$ cat config.mk
export PLATFORM = sky130hd
export DESIGN_NAME = sv_uart_rx_word
export DESIGN_NICKNAME = d
export VERILOG_FILES = /design/src/rtl/sv_uart_rx_word.sv
export SDC_FILE = /design/constraint.sdc
export NUM_CORES = 1
export LEC_CHECK = 0
export BUFFER_PORTS_ARGS = -buffer_cell sky130_fd_sc_hd__buf_2
export CAP_MARGIN = 10
export CELL_PAD_IN_SITES_DETAIL_PLACEMENT = 1
export CELL_PAD_IN_SITES_GLOBAL_PLACEMENT = 2
export CORE_ASPECT_RATIO = 0.5
export CORE_MARGIN = 8
export CORE_UTILIZATION = 41
export CTS_BUF_LIST = sky130_fd_sc_hd__clkbuf_4 sky130_fd_sc_hd__clkbuf_8
export CTS_CLUSTER_SIZE = 16
export DETAILED_ROUTE_END_ITERATION = 10
export PLACE_DENSITY_LB_ADDON = 0.1
export RECOVER_POWER = 25
export SKIP_CTS_REPAIR_TIMING = 1
export SLEW_MARGIN = 20
export SYNTH_ARGS = -nofsm -noshare
export SYNTH_HDL_FRONTEND = slang
export SYNTH_SLANG_ARGS = --single-unit
$ cat constraint.sdc
create_clock -name iclk -period 4.6 [get_ports iclk]
set_input_delay 0.46 -clock iclk [delete_from_list [all_inputs] [get_ports iclk]]
set_output_delay 0.46 -clock iclk [all_outputs]
set_load 0.01 [all_outputs]
$ cat src/rtl/sv_uart_rx_word.sv
// 8N1 UART receiver that packs DATA_WIDTH/8 bytes (first byte in the MSB slot)
// into one AXI-Stream word, with frame-error, overrun and inter-byte timeout pulses.
module sv_uart_rx_word #(
  parameter int DATA_WIDTH   = 24,
  parameter int RX_PIPE      = 3,
  parameter int TIMEOUT_BITS = 20
) (
  input  logic                  iclk,
  input  logic                  irst_n,
  input  logic [15:0]           idivider,
  input  logic                  irx,
  output logic [DATA_WIDTH-1:0] m_axis_tdata,
  output logic                  m_axis_tvalid,
  input  logic                  m_axis_tready,
  output logic                  oframe_err,
  output logic                  ooverrun,
  output logic                  otimeout,
  output logic                  obusy
);
  localparam int WORDS_NUM = DATA_WIDTH / 8;
  localparam int CW        = $clog2(WORDS_NUM + 1);
  localparam int TW        = 16 + $clog2(TIMEOUT_BITS + 1);

  typedef enum logic [1:0] {IDLE, START, DATA, STOP} state_t;
  state_t state, state_nxt;

  logic [RX_PIPE-1:0]    rx_pipe;
  logic                  rx_s, rx_d, armed;
  logic [15:0]           div, div_in, bcnt;
  logic [2:0]            bidx;
  logic [7:0]            shreg;
  logic [DATA_WIDTH-9:0] wbuf;
  logic [CW-1:0]         cnt;
  logic [TW-1:0]         tcnt, tlimit;
  logic                  start_det, tick, stop_ok, stop_bad, word_done, to_fire;

  assign rx_s   = rx_pipe[RX_PIPE-1];
  assign div_in = (idivider < 16'd4) ? 16'd4 : idivider;
  assign tick   = (bcnt == '0);
  assign tlimit = TW'(TIMEOUT_BITS) * {{(TW-16){1'b0}}, div};
  assign obusy  = (state != IDLE) || (cnt != '0);

  always_ff @(posedge iclk or negedge irst_n) begin
    if (!irst_n) state <= IDLE;
    else         state <= state_nxt;
  end

  always_comb begin
    state_nxt = state;
    start_det = 1'b0;
    stop_ok   = 1'b0;
    stop_bad  = 1'b0;
    case (state)
      IDLE:  if (armed && rx_d && !rx_s) begin
               start_det = 1'b1;
               state_nxt = START;
             end
      START: if (tick) state_nxt = rx_s ? IDLE : DATA;
      DATA:  if (tick && bidx == 3'd7) state_nxt = STOP;
      STOP:  if (tick) begin
               state_nxt = IDLE;
               stop_ok   = rx_s;
               stop_bad  = !rx_s;
             end
      default: state_nxt = IDLE;
    endcase
  end

  assign word_done = stop_ok && (cnt == CW'(WORDS_NUM - 1));
  // A start edge in the same clock suppresses the timeout.
  assign to_fire   = (state == IDLE) && (cnt != '0) && !start_det && (tcnt == tlimit - 1'b1);

  always_ff @(posedge iclk or negedge irst_n) begin
    if (!irst_n) begin
      rx_pipe       <= '1;
      rx_d          <= 1'b1;
      armed         <= 1'b1;
      div           <= '0;
      bcnt          <= '0;
      bidx          <= '0;
      shreg         <= '0;
      wbuf          <= '0;
      cnt           <= '0;
      tcnt          <= '0;
      m_axis_tdata  <= '0;
      m_axis_tvalid <= 1'b0;
      oframe_err    <= 1'b0;
      ooverrun      <= 1'b0;
      otimeout      <= 1'b0;
    end else begin
      rx_pipe    <= {rx_pipe[RX_PIPE-2:0], irx};
      rx_d       <= rx_s;
      oframe_err <= 1'b0;
      ooverrun   <= 1'b0;
      otimeout   <= 1'b0;

      // After a framing error, wait for an idle-high line before re-arming.
      if (stop_bad)  armed <= 1'b0;
      else if (rx_s) armed <= 1'b1;

      if (start_det) begin
        div  <= div_in;
        bcnt <= (div_in >> 1) - 16'd1;
        bidx <= '0;
      end else if (state != IDLE) begin
        bcnt <= tick ? div - 16'd1 : bcnt - 16'd1;
      end

      if (state == DATA && tick) begin
        shreg <= {rx_s, shreg[7:1]};
        bidx  <= bidx + 3'd1;
      end

      if (stop_ok) begin
        for (int i = 0; i < WORDS_NUM - 1; i++)
          if (cnt == CW'(i)) wbuf[DATA_WIDTH-9-8*i -: 8] <= shreg;
        cnt <= word_done ? '0 : cnt + 1'b1;
      end else if (stop_bad) begin
        cnt        <= '0;
        oframe_err <= 1'b1;
      end else if (to_fire) begin
        cnt      <= '0;
        otimeout <= 1'b1;
      end

      if (state != IDLE || cnt == '0 || start_det || to_fire) tcnt <= '0;
      else                                                   tcnt <= tcnt + 1'b1;

      if (word_done) begin
        if (!m_axis_tvalid || m_axis_tready) begin
          m_axis_tdata  <= {wbuf, shreg};
          m_axis_tvalid <= 1'b1;
        end else begin
          ooverrun <= 1'b1;
        end
      end else if (m_axis_tvalid && m_axis_tready) begin
        m_axis_tvalid <= 1'b0;
      end
    end
  end
endmodule

==> results of run 1 <==
per-layer routing:
| metal | vias to the layer above | GRT usage (%) | share of wire (%) |
|---|---|---|---|
| met3 | 21 | 3.62 | 2.3 |
| li1 | 2758 | - | - |
| met5 | - | 0 | 0 |
| met4 | 0 | 5.35 | 1.4 |
| met2 | 61 | 31.5 | 48 |
| met1 | 2828 | 23.4 | 48 |
Yosys cell counts (3+ instances only):
library cell	instances	area, um2
sky130_fd_sc_hd__o21bai_1	3	22.5
sky130_fd_sc_hd__or2_2	6	37.5
sky130_fd_sc_hd__a21o_1	10	75.1
sky130_fd_sc_hd__o211ai_1	12	90.1
sky130_fd_sc_hd__nor3_1	32	160
sky130_fd_sc_hd__ha_1	33	413
sky130_fd_sc_hd__buf_2	4	20.0
sky130_fd_sc_hd__dfrtp_1	112	2800
sky130_fd_sc_hd__a211o_1	5	43.8
sky130_fd_sc_hd__a21oi_1	33	165
sky130_fd_sc_hd__nand3_1	19	95.1
sky130_fd_sc_hd__and3b_1	3	26.3
sky130_fd_sc_hd__nand3b_1	3	22.5
sky130_fd_sc_hd__dfstp_2	5	131
sky130_fd_sc_hd__o21a_1	14	105
sky130_fd_sc_hd__or3_1	4	25.0
sky130_fd_sc_hd__or4_1	6	45.0
sky130_fd_sc_hd__o31ai_1	4	30.0
sky130_fd_sc_hd__o21ai_1	3	15.0
sky130_fd_sc_hd__nor2_1	40	150
sky130_fd_sc_hd__nor4_1	9	56.3
sky130_fd_sc_hd__o21ai_0	32	160
sky130_fd_sc_hd__nand4_1	11	68.8
sky130_fd_sc_hd__nand2b_1	5	31.3
sky130_fd_sc_hd__nand4b_1	3	26.3
sky130_fd_sc_hd__and4_1	4	35.0
sky130_fd_sc_hd__inv_1	15	56.3
sky130_fd_sc_hd__xnor2_1	34	298
sky130_fd_sc_hd__a211oi_1	9	67.6
sky130_fd_sc_hd__xor2_1	27	236
sky130_fd_sc_hd__clkbuf_1	22	82.6
sky130_fd_sc_hd__mux2_2	50	563
sky130_fd_sc_hd__nand2_1	93	349
sky130_fd_sc_hd__and2_1	8	50.1
sky130_fd_sc_hd__and3_1	13	81.3
sky130_fd_sc_hd__mux2i_1	3	30.0
path summary, 6_finish.rpt:
path                       startpoint         end  slack [ps]  depth (start not counted)
setup reg to reg               div[3]      cnt[1]         160                         15
hold / removal                    irx  rx_pipe[0]         110                          1
max in group asynchronous      irst_n      cnt[1]        1240                          2
hold reg to reg            rx_pipe[0]  rx_pipe[1]         360                          0
min in group asynchronous      irst_n    otimeout        1190                          1
setup / recovery               div[3]      cnt[1]         160                         15
report_power, final:
| group | internal [uW] | switching [uW] | total [uW] |
|---|---|---|---|
| clock network | 456 | 498 | 954 |
| registers | 1140 | 133 | 1270 |
| logic | 937 | 1370 | 2310 |
| total | 2530 | 2000 | 4530 |
worst max-delay path, delay by kind of cell (launching register included):
| family | cells | cell delay, ps |
|---|---|---|
| simple gates | 6 | 2110 |
| fa+ha+maj | 3 | 910 |
| compound gates | 3 | 500 |
| flops | 1 | 440 |
| buf+inv | 2 | 250 |
| xor+xnor | 1 | 110 |
through the flow:
step	instances	setup slack (ps)	utilization, %
2_1_floorplan	731	630	-
3_3_place_gp	1003	263	44.8
3_5_place_dp	1003	200	44.8
4_1_cts	1035	149	47.0
5_1_grt	1035	1.72	47.1
6_report	1035	159	47.1
layout make-up:
type	instances	share of cell area, %
Multi-Input combinational cell	570	49.8
Sequential cell	117	36.2
Timing Repair Buffer	67	4.84
Tap cell	234	3.62
Clock buffer	18	3.06
Clock inverter	14	1.73
Inverter	15	0.695
flip-flops by register name, summed over array words and instances, names as in the netlist, 2 cells and up, named ones only:
signal	cells
m_axis_tdata	24
bcnt	16
wbuf	16
rx_pipe	3
div	16
shreg	8
cnt	2
tcnt	21
bidx	3
kinds of logic (layout without fill, tap and decap cells):
kind of cell / after synthesis / after routing / synth area share [%]
buffers and inverters: 44 / 114 / 2.45
AND/OR/NAND/NOR: 274 / 274 / 19.9
flip-flops: 117 / 117 / 41.3
multiplexers: 53 / 53 / 8.34
XOR/XNOR: 62 / 62 / 7.85
AO/OA/AOI/OAI: 147 / 147 / 14.1
adder cells (fa/ha/maj): 34 / 34 / 6.09
==> summary.md, run 1 <==
The flow ran to the end, but the final reports show violations. The final reports fail on capacitance limit, slew limit. CTS built an H-tree with a depth of 4.

The worst pin sits at a relative slew slack of -133%. For the critical path arrival, the log shows 4760 ps. The root buffer cell is sky130_fd_sc_hd__clkbuf_8. Counting the fill cells in the layout gives 2003. Setup violations remaining at the end of the flow were counted as 0. In this run the tool buffered the top-level ports with 48 buffer cells.

The smallest clock period supported by the final layout is computed as 4440 ps. Maximum fanout along the worst path: 5. In the final design database the tool counted 842 nets.

For the half-perimeter wire length of the detailed placement result, the log shows 15000 um. The worst setup path is launched from a register. The die covers 22100 um2.

For this configuration, the core starts out at a cell density of 41.4%. The tools report the worst clock skew on the final layout as 18.0 ps. Most frequently used flop master after synthesis: sky130_fd_sc_hd__dfrtp_1. STA classifies the critical path endpoint as a register.

The slowest cell on the critical path is sky130_fd_sc_hd__or4b_4. The run gives 17200 um2 as the core region area. The later pin in the worst-skew pair is clocked with a latency of 450 ps. The post-route cell area was 8100 um2. Wires add up to 19600 um. The timing-limited maximum frequency is 225 MHz, and the total via count after detailed routing is 5668. Synthesis produced 731 cells.

The number of synthesized flops with an enable pin was 0. At the pin with the least slew margin, the transition time is 3500 ps. The tools report the count of max-cap constraint violations as 1.

The run gives 0 as the number of remaining DRC errors. On the worst path, the slowest cell contributes a delay of 550 ps. The initialized floorplan defines 34 standard-cell rows. Walking the worst path, the cells encountered are ha_1, ha_1, inv_1, fa_1, and2b_1, o21a_1, nor3_1, nor4_4, or4b_4, nor4_4, xnor2_1, or4b_4, a211oi_2, buf_4, o21bai_1. The total negative slack for setup checks was 0 ps; the power per unit of standard cell area was 560 nW/um2. The overall track demand over capacity in global routing is 18.3%, and the clock transition at the register clock pins on the worst setup and hold paths after CTS is 90 ps. The routability congestion estimate is 0.801.

The run gives 17 as the total clock buffers created by CTS. The class of the tightest hold or removal check is input port to register. For the worst setup path, the data required time is 4920 ps. Yosys printed 0 warnings. The critical path in this run is classified as register to register. Cell area after placement: 7690 um2. Relative to the synthesized area, the layout overhead comes to 13.9%.

The final antenna diode count came out at 0. The part of the Yosys area used for sequential elements is 41.3%. Final-report max-slew violation count: 62. Setup repair after global routing left no endpoint under its margin. In this run the remaining antenna-violating nets after routing total 0. The final critical path takes up 96.5% of the cycle. In the layout the commonest cells are sky130_fd_sc_hd__dfrtp_1 (112), sky130_fd_sc_hd__nand2_1 (93), sky130_fd_sc_hd__mux2_2 (50), sky130_fd_sc_hd__buf_2 (47), sky130_fd_sc_hd__nor2_1 (40).

Using the TritonRoute via totals, the vias-per-cell ratio works out to 5.48. The mapped netlist covers 7110 um2. Final hold analysis gives a worst-case slack of 113 ps. In the final routed layout, each cell accounts on average for 18.9 um.

For this block, the initial DRC count from the detailed router was 163. For this run, asynchronously set or reset flops after synthesis account for 100%. The leakage power summed over all cells came out at 0.00361 uW. The sequential cells in the finished layout cover a total of 2930 um2. The tools report the number of search-and-repair iterations in the first detailed-routing pass as 4. No sink is reached through more buffers than the 2 on the longest clock path. CTS saw 117 sinks. Of the cells placed in the final design, the portion with a size suffix greater than 1 is 22.0%.

The wire length of the first global-routing pass is 32200 um. The final hold violation count came out at 0. Leaving out fill and tap cells, the most frequent cell in the layout is sky130_fd_sc_hd__dfrtp_1. Across the VDD grid, the largest voltage drop is 203 uV. After synthesis, the netlist uses 68 different library cells.

In this run the count of I/O pins placed on the die edge is 49. Total power for the finished layout comes to 4530 uW. Entering global routing, the biggest net connects 62 pins. TritonCTS built the clock tree. The via count of the first global-routing pass is 6004, and the post-synthesis average cell area is 9.73 um2. In the final layout, the multi-input gates occupy 4040 um2.

After synthesis the netlist holds a flip-flop and latch count of 117. Vertical die dimension: 109 um. The width of the die is 202 um. The initial antenna violation count came out at 0.

After global routing the overflow that remains totals 0. The synthesized netlist net count was 785.
Note: power is estimated with default switching activity, not from simulation.
==> run 2: changes to the inputs <==
PLACE_DENSITY = 0.8   (was default)
PLACE_DENSITY_LB_ADDON = default   (was 0.1)
==> summary.md, run 2 (synthesized netlist as in run 1, its figures left out) <==
49 I/O pins were placed. The ratio of final minimum period to clock period is 95.9%, and the largest voltage drop on the vdd net is 234 uV. After the last flow step, the layout net total stands at 841. The count of max-cap constraint violations is 2.

The kind of end point of the critical path is a register. The final cell utilization of the core was 47.5%. The minimum clock period is 4410 ps.

Of the total power, registers draw 27.1%. The run gives 34 as the number of rows in the core area. Once the floorplan was initialized, standard cells occupied 41.4% of the core.

Traced cell by cell, the critical path runs through ha_1, ha_1, o211ai_1, and3_1, a211o_1, nor4_4, or4b_4, nor4_4, xnor2_1, or4b_4, a211oi_4, o21bai_1. In this run, CTS created clock tree buffers numbering 17. The type of the setup path with the least slack was register to register.

In the routed layout, each cell is associated on average with a via count of 5.50. The power per unit of standard cell area was 572 nW/um2; the width of the die was 202 um. The initial antenna violation count is 0, and the area added between synthesis and finish is 14.9%. The number of buffers and inverters on the critical path is 0.

Among cell families on the critical path, the largest total delay comes from simple AND/OR/NAND/NOR gates. The analysis attributes to net switching a power of 1990 uW. Global routing finished with a remaining overflow of 0.

Setup slack closes at 189 ps. The root buffer cell is sky130_fd_sc_hd__clkbuf_8. The total via count after detailed routing was 5684. Clock transition at the register clock pins on the worst setup and hold paths after CTS: 80 ps.

The switching part of the total works out to 42.6%. STA classifies the critical path startpoint as a register. In the final routed layout, each cell accounts on average for 19.2 um.

Power comes to 4670 uW. After detailed routing, the number of remaining DRC violations is 0. The tools report the pre-CTS worst setup slack as 178 ps. Detailed placement finished with a half-perimeter wire length of 14700 um.

In this run the tool buffered the top-level ports with 48 buffer cells. After the first detailed-routing iteration, the DRC count stood at 228. For the final setup violation count, the log shows 0.

The repair_antennas step left the layout with diodes totalling 0. The detail route stage leaves a number of antenna-violating nets equal to 0. In the layout the commonest cells are sky130_fd_sc_hd__dfrtp_1 (112), sky130_fd_sc_hd__nand2_1 (93), sky130_fd_sc_hd__mux2_2 (50), sky130_fd_sc_hd__buf_2 (47), sky130_fd_sc_hd__nor2_1 (39). The clock tree synthesis step divided the H-tree into 4 levels. The largest individual stage delay along the critical path comes from the cell sky130_fd_sc_hd__or4b_4. TritonCTS built the clock tree. For the leakage power summed over all cells, the log shows 0.00363 uW.

The logs give 117 for the clock net sink count and 52 for the final-report max-slew violation count. Critical path arrival: 4740 ps. Of the total power, the clock network draws 23.1%. The first global-routing pass estimated 32700 um of wire. The layout cell share with drive strength beyond 1 works out to 22.1%.

The clock passes through at most 2 buffers. Setup repair after global routing could not meet its margin everywhere. On the worst path, the slowest cell contributes a delay of 550 ps. The most common cell after layout, fill and taps aside is sky130_fd_sc_hd__dfrtp_1.

The routed wire length was 19800 um; the routability congestion estimate was 0.829. The timing-limited maximum frequency came out at 227 MHz. The run finished, with violations left. The transition at the pin with the smallest max-transition slack came out at 2780 ps. The vertical die dimension was 109 um. The largest net degree at the start of global routing came out at 52. In the global route stage, overall resource usage came out at 18.6%. The path class of the tightest hold or removal check is input port to register.

The largest registers in the layout are m_axis_tdata: 24 flops, tcnt: 21 flops. For the layout filler cell count, the log shows 1969. The tools report the via count of the first global-routing pass as 6017. The register with the most flip-flops in the layout has 24 of them. Combinational logic is responsible for 49.8% of the overall power. The register bank with the most flops was m_axis_tdata. The relative max-transition margin came out at -85.2%. The worst clock skew on the final layout is 15.8 ps. Cell internal power was estimated by the tool at 2680 uW. Clock latency on the worst-skew pair, taken at its later pin, is 450 ps. The tools report the core region area as 17200 um2.

The final reports fail on capacitance limit, slew limit. Before antenna repair, the detailed router went through 6 iterations. Along the worst path, the maximum fanout reaches 8. Data on the critical path is required at its endpoint by 4930 ps.

For the final hold violation count, the log shows 0. The total die area was 22100 um2.
-- run 2: final cells by class --
| type | count | area (um2) | share of cell area, % |
|---|---|---|---|
| well taps | 234 | 293 | 3.58 |
| flip-flops and latches | 117 | 2930 | 35.9 |
| clock buffers | 18 | 241 | 2.96 |
| inverters | 15 | 56.3 | 0.689 |
| clock inverters | 14 | 200 | 2.45 |
| multi-input cells | 570 | 4060 | 49.7 |
| repair buffers | 66 | 383 | 4.69 |
-- run 2: final timing paths --
kind                       cells past startpoint       start  slack, ps          endpoint
setup / recovery                              12      div[8]        190            cnt[0]
hold / removal                                 1         irx        100        rx_pipe[0]
setup reg to reg                              12      div[8]        190            cnt[0]
hold reg to reg                                0  rx_pipe[0]        360        rx_pipe[1]
max in group asynchronous                      2      irst_n       1280  m_axis_tdata[17]
min in group asynchronous                      1      irst_n        890          ooverrun
-- run 2: stage by stage --
step	cells	TNS, ps	hold WS (ps)	cell area, um2
6_report	1034	0	103	8170
5_1_grt	1034	-119	70.4	8170
4_1_cts	1034	0	34.7	8130
3_5_place_dp	1002	0	352	7690
3_3_place_gp	1002	0	350	7690
2_1_floorplan	731	0	164	7110
-- run 2: power by group through the flow --
stage | Sequential (uW) | Combinational (uW) | Clock [uW]
floorplan | 1230 | 1730 | 0
global placement | 1280 | 2200 | 0
detailed placement | 1290 | 2240 | 0
CTS | 1270 | 2270 | 1110
global route | 1280 | 2580 | 1150
finish | 1270 | 2330 | 1080
-- run 2: routing by layer --
layer / track usage, % / vias up / wire [um] / share of wire [%]
met1: 25.1 / 2832 / 9870 / 50
met2: 30.6 / 76 / 9200 / 46
met4: 4.94 / 0 / 254 / 1.3
met5: 0 / - / 0 / 0
met3: 3.68 / 22 / 522 / 2.6
li1: - / 2754 / - / -
==> run 3: changes to the inputs <==
CORE_UTILIZATION = 37   (was 41)
PLACE_DENSITY = 0.76   (was 0.8)
clock period = 4.05 ns   (was 4.6 ns; I/O delays follow)
==> summary.md, run 3 (synthesized netlist as in run 1, its figures left out) <==
Average wire per cell in the routed design: 18.7 um. STA puts the critical path data required time at 4370 ps. The area added between synthesis and finish came out at 24.4%.

The cell sitting at the root of the clock tree is a sky130_fd_sc_hd__clkbuf_8. For the slack of the worst reg-to-reg path, the log shows -4 ps. The die covers 24200 um2. The run finished, with violations left. The floorplan step defined a core boundary enclosing 18600 um2. The first routing iteration left 220 violations. The tools report the total clock buffers created by CTS as 17. In the routed design, unresolved DRC markers number 0. The count of buffers added on input and output ports is 48.

For the number of rows in the core area, the log shows 35. Entering global routing, the biggest net connects 65 pins. Of the available clock period, the critical path in the final layout requires 100%. The most common cell after layout, fill and taps aside was sky130_fd_sc_hd__dfrtp_1. Summed over all layers, the global routing overflow is 0.

The startpoint identified for the worst hold timing path is irx. The tightest min-delay check is of the input port to register type. The register with the most flip-flops in the layout has 24 of them.

m_axis_tdata holds more flip-flops than any other register. Setup repair after global routing could not meet its margin everywhere. The routability congestion estimate is 0.831, and the final hold violation count is 0.

The worst hold path terminates at rx_pipe[0]. For this configuration, the core starts out at a cell density of 38.2%. The clock passes through at most 2 buffers. The design draws 6030 uW. Along the worst path, the maximum fanout reaches 5. Power per unit of standard cell area: 682 nW/um2. Minimum setup slack in the final design: -3.68 ps. Measured against its own limit, the worst slew margin works out to -135%. The run gives 65 as the final-report max-slew violation count.

Clock-pin slew was measured on the worst setup and hold paths at 90 ps. On the final layout, the worst clock skew is 14.1 ps. For the critical path arrival, the log shows 4370 ps. The clock drives 117 sinks. Launch instance of the worst register-to-register path: div[3]. The vias per cell came out at 5.30. For the pin with the worst max-slew slack, the measured transition is 3520 ps.

The most critical setup path has its startpoint at div[3]. The leakage power summed over all cells is 0.00396 uW. For this run, the top clock speed supported by timing is 247 MHz. The initial antenna violation count came out at 0.

In this run the critical register-to-register path is captured at tcnt[3]. The count of max-cap constraint violations was 1; the minimum clock period was 4050 ps. The largest registers in the layout are m_axis_tdata: 24 flops, tcnt: 21 flops. In this run the number of H-tree levels came out at 4. TritonCTS built the clock tree. The worst setup path is launched from a register. The layout filler cell count is 2137. The placed instances occupy a cell area of 8080 um2. Kind of end point of the critical path: a register. The final layout contains routed wiring with a total length of 20900 um. The top cell types in the final layout, fill and taps aside, are sky130_fd_sc_hd__dfrtp_1 (112), sky130_fd_sc_hd__nand2_1 (93), sky130_fd_sc_hd__buf_4 (72), sky130_fd_sc_hd__mux2_2 (50), sky130_fd_sc_hd__buf_2 (47). The width of the die was 212 um; the number of search-and-repair iterations in the first detailed-routing pass was 4. Across all layers, the routed design uses 5930 vias. The worst-case IR drop observed on VDD is 269 uV. The final reports fail on capacitance limit, slew limit, setup timing. Setup violations remaining at the end of the flow were counted as 4. 49 I/O pins were placed. The worst setup path is of the register to register kind. The repair_antennas step left the layout with diodes totalling 0.

The logs give 440 ps for the clock latency of the later-clocked register in the worst-skew pair and 15300 um for the half-perimeter wire length of the detailed placement result. The post-route cell area was 8850 um2. For the via count of the first global-routing pass, the log shows 6400. For this run, the total global-route usage over all layers was measured as 17.5%. The vertical die dimension was 114 um; the number of cells on the worst hold path was 1. Measured in cells, the most critical reg-to-reg path has a length of 16. The layout cell share with drive strength beyond 1 came out at 30.7%. Wire length of the first global-routing pass: 33900 um.

Number of nets in the finished design: 901. The post-detailed-route count of antenna-violating nets came out at 0.
## run 3: worst max path at each step
stage	end	slack, ps	cells past startpoint
after floorplan	tcnt[20]	80	14
after global placement	cnt[0]	-50	13
after detailed placement	tcnt[16]	-190	16
after CTS	tcnt[3]	-220	16
after global routing	tcnt[10]	-190	16
final	tcnt[3]	-4	16
## run 3: cell type report
type                            instances  area (um2)  area share [%]
Inverter                               15        56.3           0.636
Clock buffer                           18         241            2.73
Clock inverter                         14         168            1.90
Multi-Input combinational cell        570        4240            47.9
Timing Repair Buffer                  126         883            9.98
Sequential cell                       117        2930            33.2
Tap cell                              259         324            3.66
## run 3: metal layers
layer / vias to the layer above / global-route usage (%) / wire length [um]
met1: 2963 / 23.1 / 10200
li1: 2879 / - / -
met5: - / 0 / 0
met2: 70 / 28.6 / 9880
met3: 18 / 3.53 / 530
met4: 0 / 5.20 / 264
## run 3: per-stage QoR
stage	hold WS, ps	setup WS [ps]	setup TNS, ps	utilization, %	cells
global placement	348	-48.0	-95.9	43.4	1075
CTS	22.5	-219	-4760	45.6	1107
floorplan	109	79.8	0	-	731
detailed placement	347	-189	-4050	43.4	1075
global route	18.5	-187	-3920	47.5	1119
finish	60.2	-3.68	-8.40	47.5	1119
## run 3: critical path, cell delays in order, from the launching register on
cell                        delay (ps)
sky130_fd_sc_hd__dfrtp_1           410
sky130_fd_sc_hd__ha_1              300
sky130_fd_sc_hd__ha_2              190
sky130_fd_sc_hd__inv_2              60
sky130_fd_sc_hd__fa_2              200
sky130_fd_sc_hd__and2b_2           250
sky130_fd_sc_hd__or2_2             330
sky130_fd_sc_hd__a21oi_2           190
sky130_fd_sc_hd__xnor2_2           100
sky130_fd_sc_hd__or4_1             560
sky130_fd_sc_hd__a2111oi_4         380
sky130_fd_sc_hd__buf_4             150
sky130_fd_sc_hd__o211ai_1          110
sky130_fd_sc_hd__a2111oi_4         300
sky130_fd_sc_hd__buf_6             190
sky130_fd_sc_hd__clkbuf_16         150
sky130_fd_sc_hd__nor3_1             50
## run 3: power by group
part	internal (uW)	switching [uW]	total (uW)
Combinational	1590	1850	3440
Clock	576	588	1160
Sequential	1290	133	1420
Total	3460	2570	6030
